**src/rtl/audio_out_fifo.sv**
```systemverilog
// Playback buffer between the packet decoder and the I2S serializer; paces the
// host with one-cycle sample requests and recovers from underflow by re-priming.
//
// state    | meaning
// ---------+--------------------------------------------------------------
// ST_IDLE  | stopped: writes dropped silently, reads return zero, no requests
// ST_PRIME | filling: writes accepted, reads return zero without popping
// ST_RUN   | playing: reads pop the FIFO, refill requested at low water
module audio_out_fifo #(
  parameter int DEPTH       = 16,
  parameter int AW          = 4,
  parameter int LOW_WATER   = 4,
  parameter int START_LEVEL = 8,
  parameter int BURST       = 4,
  parameter int REQ_TIMEOUT = 4095,
  parameter int TO_W        = 12
) (
  input  logic          i_mon_clk,
  input  logic          i_reset,
  input  logic          i_audio_start,
  input  logic          i_audio_stop,
  input  logic          i_wr_valid,
  input  logic [31:0]   i_wr_data,
  input  logic          i_rd_req,
  output logic [31:0]   o_rd_data,
  output logic          o_rd_valid,
  output logic          o_audio_req,
  output logic [AW:0]   o_level,
  output logic          o_playing,
  output logic          o_underflow,
  output logic          o_overflow,
  output logic [7:0]    o_underflow_count
);

  typedef enum logic [1:0] {ST_IDLE, ST_PRIME, ST_RUN} state_t;

  localparam int CW = $clog2(BURST + 1);
  localparam logic [AW:0]   FULL_LVL  = (AW+1)'(DEPTH);
  localparam logic [AW:0]   START_LVL = (AW+1)'(START_LEVEL);
  localparam logic [AW:0]   LOW_LVL   = (AW+1)'(LOW_WATER);
  localparam logic [CW-1:0] BURST_CR  = CW'(BURST);
  localparam logic [TO_W-1:0] TO_INIT = TO_W'(REQ_TIMEOUT);

  state_t          r_state;
  logic [31:0]     r_mem [DEPTH];
  logic [AW-1:0]   r_wr_ptr;
  logic [AW-1:0]   r_rd_ptr;
  logic [AW:0]     r_level;
  logic [31:0]     r_rd_data;
  logic            r_rd_valid;
  logic            r_audio_req;
  logic            r_playing;
  logic            r_underflow;
  logic            r_overflow;
  logic [7:0]      r_uf_count;
  logic            r_pending;
  logic [CW-1:0]   r_credits;
  logic [TO_W-1:0] r_timer;

  logic   w_flush;
  logic   w_full;
  logic   w_empty;
  logic   w_active;
  logic   w_pop;
  logic   w_uflow;
  logic   w_wr_ok;
  logic   w_wr_drop;
  logic   w_issue;
  state_t w_next_state;

  // Start/stop flush the FIFO, so a word or read arriving with them is discarded.
  assign w_flush   = i_audio_start | i_audio_stop;
  assign w_full    = (r_level == FULL_LVL);
  assign w_empty   = (r_level == '0);
  assign w_active  = !w_flush && (r_state != ST_IDLE);
  assign w_pop     = !w_flush && (r_state == ST_RUN) && i_rd_req && !w_empty;
  assign w_uflow   = !w_flush && (r_state == ST_RUN) && i_rd_req && w_empty;
  assign w_wr_ok   = w_active && i_wr_valid && (!w_full || w_pop);
  assign w_wr_drop = w_active && i_wr_valid && w_full && !w_pop;
  assign w_issue   = !w_flush && !r_pending &&
                     (((r_state == ST_PRIME) && (r_level < START_LVL)) ||
                      ((r_state == ST_RUN) && (r_level <= LOW_LVL)));

  always_comb begin
    w_next_state = r_state;
    if (i_audio_stop) begin
      w_next_state = ST_IDLE;
    end else if (i_audio_start) begin
      w_next_state = ST_PRIME;
    end else begin
      case (r_state)
        ST_PRIME: if (r_level >= START_LVL) w_next_state = ST_RUN;
        ST_RUN:   if (w_uflow) w_next_state = ST_PRIME;
        default:  w_next_state = r_state;
      endcase
    end
  end

  always_ff @(posedge i_mon_clk) begin
    if (w_wr_ok) r_mem[r_wr_ptr] <= i_wr_data;
  end

  always_ff @(posedge i_mon_clk) begin
    if (i_reset) begin
      r_state     <= ST_IDLE;
      r_wr_ptr    <= '0;
      r_rd_ptr    <= '0;
      r_level     <= '0;
      r_rd_data   <= '0;
      r_rd_valid  <= 1'b0;
      r_audio_req <= 1'b0;
      r_playing   <= 1'b0;
      r_underflow <= 1'b0;
      r_overflow  <= 1'b0;
      r_uf_count  <= '0;
      r_pending   <= 1'b0;
      r_credits   <= '0;
      r_timer     <= '0;
    end else begin
      r_state     <= w_next_state;
      r_playing   <= (w_next_state == ST_RUN);
      r_rd_valid  <= i_rd_req;
      r_underflow <= w_uflow;
      r_overflow  <= w_wr_drop;
      r_audio_req <= w_issue;
      if (i_rd_req) r_rd_data <= w_pop ? r_mem[r_rd_ptr] : '0;

      if (i_audio_start && !i_audio_stop) begin
        r_uf_count <= '0;
      end else if (w_uflow && (r_uf_count != 8'hFF)) begin
        r_uf_count <= r_uf_count + 1'b1;
      end

      if (w_flush) begin
        r_wr_ptr <= '0;
        r_rd_ptr <= '0;
        r_level  <= '0;
      end else begin
        if (w_wr_ok) r_wr_ptr <= r_wr_ptr + 1'b1;
        if (w_pop)   r_rd_ptr <= r_rd_ptr + 1'b1;
        if (w_wr_ok && !w_pop)      r_level <= r_level + 1'b1;
        else if (w_pop && !w_wr_ok) r_level <= r_level - 1'b1;
      end

      // One request in flight: it retires on its last credited word or on timeout.
      if (w_flush) begin
        r_pending <= 1'b0;
        r_credits <= '0;
        r_timer   <= '0;
      end else if (w_issue) begin
        r_pending <= 1'b1;
        r_credits <= BURST_CR;
        r_timer   <= TO_INIT;
      end else if (r_pending) begin
        r_timer <= r_timer - 1'b1;
        if (w_wr_ok && (r_credits != '0)) r_credits <= r_credits - 1'b1;
        if ((w_wr_ok && (r_credits <= CW'(1))) || (r_timer <= TO_W'(1)))
          r_pending <= 1'b0;
      end
    end
  end

  assign o_rd_data         = r_rd_data;
  assign o_rd_valid        = r_rd_valid;
  assign o_audio_req       = r_audio_req;
  assign o_level           = r_level;
  assign o_playing         = r_playing;
  assign o_underflow       = r_underflow;
  assign o_overflow        = r_overflow;
  assign o_underflow_count = r_uf_count;

endmodule
```
**config.mk**
```make
export PLATFORM = sky130hd
export DESIGN_NAME = audio_out_fifo
export DESIGN_NICKNAME = d
export VERILOG_FILES = /design/src/rtl/audio_out_fifo.sv
export SDC_FILE = /design/constraint.sdc
export NUM_CORES = 1
export LEC_CHECK = 0
export ABC_AREA = 1
export CORE_MARGIN = 1.5
export CORE_UTILIZATION = 45
export CTS_CLUSTER_DIAMETER = 200
export DETAILED_ROUTE_END_ITERATION = 10
export GPL_TIMING_DRIVEN = 0
export SYNTH_ARGS = -nofsm -noshare
export SYNTH_HDL_FRONTEND = slang
export SYNTH_SLANG_ARGS = --single-unit
```
**constraint.sdc**
```tcl
create_clock -name i_mon_clk -period 2.9 [get_ports i_mon_clk]
set_input_delay 0.58 -clock i_mon_clk [delete_from_list [all_inputs] [get_ports i_mon_clk]]
set_output_delay 0.58 -clock i_mon_clk [all_outputs]
set_load 0.03 [all_outputs]
```
==> flow_metrics.tcl <==
set metrics [dict create \
    synth-simple-area-share_pct 21.1 \
    area_delta_synth_final_pct 17.3 \
    routed_wirelength_um 72900 \
    synth_seq_cells 592 \
    period_needed_ps 2780 \
    route.detailed.drc 0 \
    p_per_area_nw_per_um2 576 \
    synth_edf_count 512 \
    root_buffer "clkbuf_16" \
    die_h_um 242 \
    worstSetupEndpointType "flip-flop" \
    final_util_pct 53.3 \
    dp.cells 3410 \
    synth_compound_area_share_pct 1.94 \
    clkTransAtPathRegs_ps 60 \
    netlist-cell-type-count 36 \
    cts.path.max_buffers 3 \
    hp-class "reg2reg" \
    synthAdderAreaFrac_pct 0.957 \
    ys.warnings.count 0 \
    min_path_cells 2 \
    fp.dieArea_um2 58400 \
    grt.overflow.total 0 \
    cts_max_level 3 \
    finalCritPeriodShare_pct 95.8 \
    antenna_cells 0 \
    ir_drop_mv 0.369 \
    synthCells 2551 \
    die_x_um 242 \
    critical_path_class "reg2reg" \
    cap_viol_max_count 0 \
    max_stage_delay_ps 590 \
    slowest_stage "nor2_4" \
    ys_seq_area_share_pct 66.2 \
    power_w 0.0173 \
    fp-row-count 87 \
    firstDrtPassIters 5 \
    startpoint_type "flip-flop" \
    tns_ps 0 \
    slew_headroom_pct 25.9 \
    multi_input_comb_area_um2 6360 \
    final_cells 3538 \
    arrival_ps 3070 \
    ant_nets 0 \
    synth.top_cell.area_share_pct 60.0 \
    layout_setup_ws_ps 123 \
    synthMuxAreaShare_pct 0 \
    leakage_nw 12.4 \
    grt_max_degree 23 \
    setup_viol 0 \
    layout.nets 2788 \
    ios 88 \
    grt_antenna_before_repair 0 \
    grt_pass1_wl_um 107000 \
    r2r_cells 10 \
    fmax_ghz 0.360 \
    gp_congestion 0.821 \
    wl_per_cell_um 20.6 \
    yosys.area_share.xor_xnor_pct 0.273 \
    cts_sinks 592 \
    synth_top_family_by_area "simple AND/OR/NAND/NOR gates" \
    portBuffers 87 \
    rsz0062_at_grt "false" \
    ys.flop_type "edfxtp_1" \
    routed_via_density 5.17 \
    synthTopCellsByArea "edfxtp_1 60%, nand2_1 12%, nand3_1 8.0%" \
    dpl.hpwl_um 46700 \
    avgSynthCellArea_um2 10.0 \
    worst_pin_slew_ps 1110 \
    vias 18285 \
    drive_gt1_share_pct 9.17 \
    path_buf_inv 3 \
    drv_slew 0 \
    crit_family "simple AND/OR/NAND/NOR gates" \
    final_common_cell "nand2_1" \
    syn_area_um2 25600 \
    ff_latch_area_um2 17000 \
    cts-buffers-inserted 66 \
    cts_tree "built" \
    worst-path-stages 10 \
    initialDrtViolationCount 1840 \
    groute.usage.overall_pct 24.9 \
    worstPathRequired_ps 3190 \
    status "complete, no violations" \
    grt_pass1_vias 17122 \
    pre_cts_slack_ps -465 \
    finClkSkew_ps 23.5 \
    async_flop_share_pct 0 \
    final_cell_mix "803 x nand2_1, 512 x edfxtp_1, 432 x inv_1, 408 x nand3_1, 87 x clkdlybuf4s50_1" \
    synth_top_area_cell "edfxtp_1" \
    finalHoldViolCount 0 \
    critical_path.max_fanout 20 \
    fp.coreArea_um2 56400 \
    clock_latency_ps 600 \
    crit_path_cell_trace "inv_1, ha_2, nand2_1, nor2_2, nor2_1, nor2_2, buf_6, nand2_1, nor2_4, buf_12" \
    initial_utilization_pct 45.4 \
    synth_nets 2608 \
    fillers 5017 \
]
## through the flow
step	instance area [um^2]	hold WS [ps]
after floorplan	25600	447
after global placement	27500	456
after detailed placement	27900	456
after CTS	30000	465
after global routing	30100	490
final	30100	464
## flip-flops by register name (all words and copies together), names as in the netlist, 2 cells and up, named ones only
name and cells:
r_rd_ptr 4, o_level 5, r_mem 512, o_rd_data 32, r_timer 12, r_wr_ptr 4
r_credits 3, o_underflow_count 8, r_state 2
## final cells by class
class	count	share of cell area, %
sequential	592	56.5
clock buffer	93	6.04
tap	756	3.15
timing repair buffer	112	4.50
multi-input combinational	1402	21.2
inverter	437	5.47
buffer	120	2.58
clock inverter	26	0.624
## cells by family after synthesis
group	Yosys count
AND/OR/NAND/NOR	1288
buffers and inverters	557
flip-flops	592
adder cells (fa/ha/maj)	19
XOR/XNOR	8
AO/OA/AOI/OAI	87
## layer usage
layer	GRT usage, %	vias up	wire length (um)
met5	0	-	0
met3	4.43	144	6080
met2	39.8	798	33700
met4	9.71	0	2670
met1	33.9	8733	30500
li1	-	8610	-
## path summary, 6_finish.rpt
check | startpoint | end | slack (ps)
min reg2reg | o_rd_data[27] | o_rd_data[27] | 460
max | r_state[0] | r_mem[6][17] | 120
min | o_rd_data[27] | o_rd_data[27] | 460
max reg2reg | r_state[0] | r_mem[6][17] | 120
## cells in the mapped netlist, types with 5 or more instances
library cell,number
nor2_1,52
nand4_1,6
buf_1,6
inv_1,432
a31oi_1,6
clkbuf_1,18
dfxtp_1,80
a21oi_1,54
buf_6,29
a21oi_2,11
ha_1,18
edfxtp_1,512
nand3_1,408
buf_2,62
nand2_1,804
or2_2,5
o21ai_0,12
## report_power, final
group	switching [W]	internal (W)	total, W
sequential	0.00000285	0.00925	0.00925
clock	0.00335	0.00448	0.00783
combinational	0.000175	0.0000640	0.000239
total	0.00353	0.0138	0.0173
## timing repair
action	4_1_cts	5_1_grt
resized for setup	0	4
setup buffers	3	6
setup endpoints to repair	14	170
pin swaps	1	5
gates cloned	0	0
hold buffers	0	0
## tightest hold or removal path: stages (launching register included)
cell,delay [ps]
dfxtp_1,310
nand2_1,60
a21oi_1,50
Power figures use the tool's default switching activity.
